[config.mk]
export PLATFORM = sky130hd
export DESIGN_NAME = branch_cond_unit
export DESIGN_NICKNAME = d
export VERILOG_FILES = /design/src/rtl/branch_pkg.sv /design/src/rtl/cond_eval.sv /design/src/rtl/branch_cond_unit.sv
export SDC_FILE = /design/constraint.sdc
export NUM_CORES = 1
export LEC_CHECK = 0
export CAP_MARGIN = 20
export CORE_MARGIN = 2
export CORE_UTILIZATION = 53
export CTS_CLUSTER_DIAMETER = 80
export DETAILED_ROUTE_END_ITERATION = 12
export GPL_TIMING_DRIVEN = 0
export MAX_ROUTING_LAYER = met4
export PLACE_DENSITY_LB_ADDON = 0.08
export SLEW_MARGIN = 40
export SYNTH_ARGS = -nofsm -noshare
export SYNTH_HDL_FRONTEND = slang
export SYNTH_SLANG_ARGS = --single-unit
[constraint.sdc]
create_clock -name clk -period 4.15 [get_ports clk]
set_clock_uncertainty 0.1 [all_clocks]
set_input_delay 0.83 -clock clk [delete_from_list [all_inputs] [get_ports clk]]
set_output_delay 0.83 -clock clk [all_outputs]
set_load 0.02 [all_outputs]
[src/rtl/branch_pkg.sv]
// Shared types and constants for the branch condition unit.
//   cond_e  : 3-bit branch condition codes
//   state_e : output-stage occupancy (EMPTY / FULL)
//   FLAG_*  : bit positions of z/v/n inside the {z,v,n} flag vector
//   PC_INC  : fall-through increment for a not-taken branch
package branch_pkg;

  typedef enum logic [2:0] {
    COND_NE = 3'b000,
    COND_EQ = 3'b001,
    COND_GT = 3'b010,
    COND_LT = 3'b011,
    COND_GE = 3'b100,
    COND_LE = 3'b101,
    COND_OV = 3'b110,
    COND_AL = 3'b111
  } cond_e;

  typedef enum logic {
    EMPTY = 1'b0,
    FULL  = 1'b1
  } state_e;

  localparam int unsigned FLAG_Z = 2;
  localparam int unsigned FLAG_V = 1;
  localparam int unsigned FLAG_N = 0;

  localparam logic [31:0] PC_INC = 32'd4;

endpackage

[src/rtl/cond_eval.sv]
// Pure combinational condition evaluator.
//   cond  : condition code (branch_pkg::cond_e encoding)
//   z,v,n : effective zero / overflow / negative flags
//   taken : 1 when the condition holds
module cond_eval
  import branch_pkg::*;
(
  input  logic [2:0] cond,
  input  logic       z,
  input  logic       v,
  input  logic       n,
  output logic       taken
);

  // Decode the condition code against the supplied flags.
  always_comb begin
    taken = 1'b0;
    case (cond_e'(cond))
      COND_NE: taken = ~z;
      COND_EQ: taken = z;
      COND_GT: taken = ~z & (n == v);
      COND_LT: taken = (n != v);
      COND_GE: taken = z | (n == v);
      COND_LE: taken = z | (n != v);
      COND_OV: taken = v;
      COND_AL: taken = 1'b1;
      default: taken = 1'b0;
    endcase
  end

endmodule

[src/rtl/branch_cond_unit.sv]
// Branch condition unit: keeps the architectural {z,v,n} flag register,
// resolves one branch per cycle and presents the result through a
// single-entry valid/ready output stage.
//   clk, rst                : clock, asynchronous active-high reset
//   flag_we, alu_z/v/n      : flag register write strobe and ALU flags
//   br_valid/br_ready       : branch request handshake
//   br_cond/br_pc/br_offset : condition code, branch address, signed offset
//   res_valid/res_ready     : resolution handshake
//   res_taken/res_target    : resolved direction and next PC
//   flags                   : flag register {z,v,n}
//   taken_cnt               : saturating count of taken branches
module branch_cond_unit
  import branch_pkg::*;
(
  input  logic        clk,
  input  logic        rst,
  input  logic        flag_we,
  input  logic        alu_z,
  input  logic        alu_v,
  input  logic        alu_n,
  input  logic        br_valid,
  output logic        br_ready,
  input  logic [2:0]  br_cond,
  input  logic [31:0] br_pc,
  input  logic [31:0] br_offset,
  output logic        res_valid,
  input  logic        res_ready,
  output logic        res_taken,
  output logic [31:0] res_target,
  output logic [2:0]  flags,
  output logic        [15:0] taken_cnt
);

  state_e      state_q, state_d;
  logic [2:0]  flags_q, flags_d;
  logic        res_taken_q, res_taken_d;
  logic [31:0] res_target_q, res_target_d;
  logic [15:0] taken_cnt_q, taken_cnt_d;

  logic [2:0]  alu_flags;
  logic [2:0]  eff_flags;
  logic        accept;
  logic        cond_taken;

  assign alu_flags = {alu_z, alu_v, alu_n};

  // A same-cycle flag write is forwarded so the branch sees the new flags.
  assign eff_flags = flag_we ? alu_flags : flags_q;

  // Ready while the stage is empty or is being drained this cycle; held low
  // during reset so nothing is accepted then.
  assign br_ready = ~rst & ((state_q == EMPTY) | res_ready);
  assign accept   = br_valid & br_ready;

  cond_eval u_cond_eval (
    .cond  (br_cond),
    .z     (eff_flags[FLAG_Z]),
    .v     (eff_flags[FLAG_V]),
    .n     (eff_flags[FLAG_N]),
    .taken (cond_taken)
  );

  // Next-state computation for the output stage, flags and taken counter.
  always_comb begin
    state_d      = state_q;
    flags_d      = flags_q;
    res_taken_d  = res_taken_q;
    res_target_d = res_target_q;
    taken_cnt_d  = taken_cnt_q;

    if (flag_we) begin
      flags_d = alu_flags;
    end else begin
      flags_d = flags_q;
    end

    case (state_q)
      EMPTY: begin
        if (accept) begin
          state_d = FULL;
        end else begin
          state_d = EMPTY;
        end
      end
      FULL: begin
        if (accept) begin
          state_d = FULL;
        end else if (res_ready) begin
          state_d = EMPTY;
        end else begin
          state_d = FULL;
        end
      end
      default: state_d = EMPTY;
    endcase

    // The result only changes on accept, so a held result is immune to
    // later flag writes.
    if (accept) begin
      res_taken_d = cond_taken;
      if (cond_taken) begin
        res_target_d = br_pc + br_offset;
      end else begin
        res_target_d = br_pc + PC_INC;
      end
    end else begin
      res_taken_d  = res_taken_q;
      res_target_d = res_target_q;
    end

    if (accept && cond_taken && (taken_cnt_q != 16'hFFFF)) begin
      taken_cnt_d = taken_cnt_q + 16'd1;
    end else begin
      taken_cnt_d = taken_cnt_q;
    end
  end

  // State registers with asynchronous reset.
  always_ff @(posedge clk or posedge rst) begin
    if (rst) begin
      state_q      <= EMPTY;
      flags_q      <= 3'b000;
      res_taken_q  <= 1'b0;
      res_target_q <= 32'd0;
      taken_cnt_q  <= 16'd0;
    end else begin
      state_q      <= state_d;
      flags_q      <= flags_d;
      res_taken_q  <= res_taken_d;
      res_target_q <= res_target_d;
      taken_cnt_q  <= taken_cnt_d;
    end
  end

  assign res_valid  = (state_q == FULL);
  assign res_taken  = res_taken_q;
  assign res_target = res_target_q;
  assign flags      = flags_q;
  assign taken_cnt  = taken_cnt_q;

endmodule
# Word level (Yosys, flattened, before mapping)
# Index checks and enable logic that the tools add are counted.
# W data, S select, Z words.
# op_classes
bitwise_logic	9
reduce_logical	3
n_eq_ne	10
n_addsub	3
mux	7
# op_table
operator	n
$add A32 B3 Y32 const B	1
$add A32 B32 Y32	1
$mux W32	1
$add A16 B1 Y16 const B	1
$ne A16 B16 Y1 const B	1
$eq A3 B3 Y1 const B	4
$pmux W1 S8	1
$eq A3 B2 Y1 const B	2
$and A1 B1 Y1	3
$eq A3 B1 Y1 const B	1
$logic_not A3 Y1	1
$mux W1	3
$mux W3	1
$not A1 Y1	3
$or A1 B1 Y1	3
$logic_and A1 B1 Y1	2
$pmux W1 S2	1
$eq A1 B1 Y1	1
$ne A1 B1 Y1	1
# totals
input_bits	75
output_inout_bits	54
regBits	53
word_cells	37

# Logic depth before layout (Yosys ltp)
# depth
word_depth	6
depth_mapped	11
depth_no_buf	11

# By module
# A second synthesis with hierarchy kept.
# unflattened
cells_unflattened	552
hier_area_um2	4546.9
# modules_own_cells
mod	cells_each	area_each_um2	instances
branch_cond_unit	539	4454.3	1
cond_eval	13	92.6	1

# Least setup slack after synthesis
# OpenSTA, ideal clock, no wires.
# synth_path
kind	input port to flip-flop
from	in br_pc[2]
to	reg res_target_q[31] (netlist: res_target[31])
setup_slack_ps	996
setup_ps	122
n_path_buf	0
stages	10
arrival_ps	2933
cell_sequence	ha_1 -> inv_1 -> o31ai_1 -> a21oi_1 -> o41ai_2 -> a21oi_1 -> or3b_2 -> nand4_1 -> mux2i_1 -> nand2_1
# synth_between
elab_chain_len	2
# synth_rtl
element	line_no	rtl
from (decl)	branch_cond_unit.sv:24	input logic [31:0] br_pc,
$add A32 B3 Y32 or $add A32 B32 Y32 (tied branches)	branch_cond_unit.sv:104, branch_cond_unit.sv:102	
$mux W32 (*)	branch_cond_unit.sv:101	if (cond_taken) begin
to (signal assigned)	branch_cond_unit.sv:130	res_target_q <= res_target_d;
to (decl)	branch_cond_unit.sv:37	logic [31:0] res_target_q, res_target_d;
# Every way passes the cells marked *; elsewhere a longest branch is shown, timed or not.
# A chain may end at the register's enable or synchronous reset.

# Worst setup path after layout
# Ends and elaborated chain as after synthesis.

==> results.rst <==
.. list-table::
   :header-rows: 1

   * - Metric
     - Value
   * - Result of the run
     - finished clean
   * - Max-cap check violation count
     - 0
   * - Area of the die
     - 0.00952 mm2
   * - Pin slew with the least headroom to its limit
     - 0.593 ns
   * - Count of input and output buffers
     - 128
   * - H-tree lvl count
     - 2
   * - Min-delay worst type
     - flip-flop to flip-flop
   * - Number of hold violations in the final report
     - 0
   * - Lkg Pwr
     - 2.61 nW
   * - DRC errors left
     - 0
   * - Worst slew margin relative to its limit
     - 60.5%
   * - Arrival time at the worst endpoint
     - 4.02 ns
   * - Total CTS buffers
     - 5
   * - Hold Buf Count CTS
     - 0
   * - Via count of the first global-routing pass
     - 4637
   * - Synth top area share
     - 28.6%
   * - Final nets
     - 814
   * - Worst reg2reg path depth
     - 9
   * - Detailed route wirelength on metal2
     - 6460 um
   * - Worst setup path start
     - br_pc[2]
   * - Routed length per placed instance
     - 16.1 um
   * - Initial antenna violation count
     - 0
   * - Start of the worst register-to-register path
     - flags[0]
   * - Violation count after the first detailed-route iteration
     - 251
   * - Area of the mapped netlist
     - 0.00464 mm2
   * - Net Switching
     - 778 uW
   * - Number of antenna repair diodes
     - 0
   * - Sequential area share after synthesis
     - 28.6%
   * - Avg Synthesized Cell Area
     - 8.15 um2
   * - Final number of setup-violating endpoints
     - 0
   * - Routed length on met3
     - 684 um
   * - Biggest area consumer among synthesized cells
     - sky130_fd_sc_hd__dfrtp_1
   * - Unrepaired setup endpoints after global routing
     - false
   * - Clock share of power
     - 14.8%
   * - Initial standard-cell utilization of the core
     - 54.0%
   * - Wire length of the first global-routing pass
     - 21700 um
   * - Buffer type at the clock tree root
     - sky130_fd_sc_hd__clkbuf_8
   * - Vertical die dimension
     - 97.6 um
   * - Biggest area contributors in the synthesized netlist
     - sky130_fd_sc_hd__dfrtp_1 29%, sky130_fd_sc_hd__ha_1 8.9%, sky130_fd_sc_hd__xnor2_1 6.6%
   * - Maximum number of pins on one net before global-route repair
     - 29
   * - Final estimated routing congestion in global placement
     - 1.02
   * - Post-route minimum period
     - 3.93 ns
   * - Ratio of cells with drive above 1 in the final layout
     - 4.11%
   * - Clock sinks
     - 53
   * - Number of enable-type register cells in the synthesized netlist
     - 0
   * - Floorplan Core Area
     - 0.00859 mm2
   * - Category of the worst setup path capture point
     - flip-flop
   * - Placed instance count
     - 806
   * - Final Instance Count excl. Fillers
     - 813
   * - Metal-1 WL
     - 5680 um
   * - Die width
     - 97.6 um
   * - Setup WS pre-CTS
     - -0.136 ns
   * - Post-synthesis net count
     - 678
   * - Synth async-reset ratio
     - 100%
   * - Final worst-path setup slack
     - 0.222 ns
   * - Clk slew on worst S/H paths
     - 0.09 ns
   * - Synthesis-to-layout area growth
     - 33.1%
   * - Placement Rows
     - 34
   * - Startpoint of the lowest-slack hold path
     - res_target[24]
   * - Detailed-router iteration count before antenna repair
     - 5
   * - Crit Path Class
     - input port to flip-flop
   * - Post-route ant nets
     - 0
   * - Most instantiated cells after synthesis
     - 59 x sky130_fd_sc_hd__nand2_1, 56 x sky130_fd_sc_hd__a21oi_1, 53 x sky130_fd_sc_hd__dfrtp_1, 52 x sky130_fd_sc_hd__nor2_1, 46 x sky130_fd_sc_hd__o21ai_0
   * - Critical Path Fanout Max
     - 8
   * - Maximum achievable frequency
     - 0.255 GHz
   * - Worst IR drop on VDD
     - 0.156 mV
   * - Final Slew Violations
     - 0
   * - Part of the total power dissipated in combinational logic
     - 50.0%
   * - TritonCTS clock tree
     - done
   * - Switching share of total power
     - 39.1%
   * - Worst Hold Endpoint
     - res_target[24]
   * - Main synth FF type
     - sky130_fd_sc_hd__dfrtp_1
   * - Io pins
     - 129
   * - Reg2reg setup slack
     - 1.49 ns
   * - Vias/cell
     - 5.87
   * - Synthesis warning total
     - 0
   * - Number of standard cells after synthesis
     - 569
   * - GRT Overall Usage
     - 28.2%
   * - Internal cell power
     - 1.21 mW
   * - Maximum clock insertion buffer count
     - 2
   * - Wirelength, routed
     - 13100 um
   * - Sort of element at the start of the critical path
     - input port
   * - Unique cell type count in the Yosys netlist
     - 63
   * - Number of vias after detailed routing
     - 4771
   * - Pwr per Cell Area
     - 322 mW/mm2
   * - Top layer used by detailed routing
     - met4
   * - Clock latency on the worst-skew pair
     - 0.30 ns
   * - Detailed placer's ending HPWL
     - 10600 um
   * - Final critical-path share of the clock period
     - 94.7%
   * - Reg power frac
     - 35.2%
   * - Leading cell type by number of instances after synthesis
     - sky130_fd_sc_hd__nand2_1
   * - Total grt overflow
     - 0
   * - Worst hold stages
     - 1
   * - Number of synthesized register bits
     - 53
   * - Worst r2r dst
     - res_target[24]
   * - Req. time, crit path
     - 4.25 ns
sequential cells by signal (all words and copies together), names as in the netlist:
| name | flops |
|---|---|
| flags | 3 |
| res_taken | 1 |
| taken_cnt | 16 |
| res_target | 32 |
| res_valid | 1 |
metal layers:
layer | global-route usage (%) | vias up
met5 | - | -
met2 | 48.0 | 168
met1 | 35.7 | 2258
li1 | - | 2320
met4 | 7.91 | 0
met3 | 3.09 | 25
area by class of cell:
cell class / count / area (um2)
Inverter: 16 / 62.6
Buffer: 22 / 92.6
Sequential cell: 53 / 1330
Tap cell: 108 / 135
Timing Repair Buffer: 129 / 1300
Fill cell: 712 / 2420
Clock buffer: 7 / 86.3
Multi-Input combinational cell: 478 / 3170
kinds of logic after synthesis:
group	Yosys count	synth area share, %
adder cells (fa/ha/maj)	34	9.33
XOR/XNOR	67	12.6
multiplexers	14	3.34
AND/OR/NAND/NOR	203	21.5
flip-flops	53	28.6
AO/OA/AOI/OAI	160	21.3
buffers and inverters	38	3.29
power groups by stage:
stage	combinational, mW	sequential [mW]	clock (mW)
after CTS	0.987	0.699	0.296
after global routing	1.08	0.714	0.319
after detailed placement	0.984	0.709	0
after floorplan	0.427	0.821	0
final	0.993	0.700	0.295
after global placement	0.955	0.704	0
what timing repair did:
item,in CTS,in global routing
resized for setup,0,1
endpoints found under the setup margin,0,1
setup buffers,0,0
cell usage in the layout, fill, tap and decap left out, types with 12 or more instances in the layout:
cell type	n
sky130_fd_sc_hd__dfrtp_1	53
sky130_fd_sc_hd__nand2_1	59
sky130_fd_sc_hd__o21ai_0	46
sky130_fd_sc_hd__ha_1	33
sky130_fd_sc_hd__nand4_1	12
sky130_fd_sc_hd__nor2_1	52
sky130_fd_sc_hd__nand3_1	24
sky130_fd_sc_hd__a21o_1	12
sky130_fd_sc_hd__xor2_1	32
sky130_fd_sc_hd__nor3_1	14
sky130_fd_sc_hd__clkdlybuf4s50_1	128
sky130_fd_sc_hd__clkbuf_1	18
sky130_fd_sc_hd__a21oi_1	56
sky130_fd_sc_hd__xnor2_1	35
sky130_fd_sc_hd__inv_1	15
worst max path at each step:
stage | endpoint | slack (ns) | depth (start not counted)
floorplan | res_target[31] | 1.0 | 10
global placement | res_target[31] | -0.09 | 11
detailed placement | res_target[31] | -0.14 | 11
CTS | res_target[31] | 0.17 | 11
global route | res_target[31] | 0.01 | 11
finish | res_target[31] | 0.22 | 11
through the flow:
| stage | hold slack [ns] | area (um2) | power (mW) | setup TNS (ns) | utilization, % |
|---|---|---|---|---|---|
| finish | 0.379 | 6180 | 1.99 | 0 | 71.9 |
| detailed placement | 0.365 | 6080 | 1.69 | -0.136 | 70.7 |
| global placement | 0.361 | 6060 | 1.66 | -0.0924 | 70.5 |
| global route | 0.414 | 6180 | 2.11 | 0 | 71.9 |
| CTS | 0.385 | 6160 | 1.98 | 0 | 71.7 |
| floorplan | 0.490 | 4640 | 1.25 | 0 | - |
critical path: stages:
cell,delay (ns)
sky130_fd_sc_hd__clkdlybuf4s50_1,0.57
sky130_fd_sc_hd__ha_1,0.44
sky130_fd_sc_hd__inv_1,0.08
sky130_fd_sc_hd__o31ai_1,0.33
sky130_fd_sc_hd__a21oi_1,0.18
sky130_fd_sc_hd__o41ai_4,0.46
sky130_fd_sc_hd__a21oi_1,0.25
sky130_fd_sc_hd__or3b_2,0.50
sky130_fd_sc_hd__nand4_1,0.13
sky130_fd_sc_hd__mux2i_1,0.19
sky130_fd_sc_hd__nand2_1,0.07
Note: power is estimated with default switching activity, not from simulation.
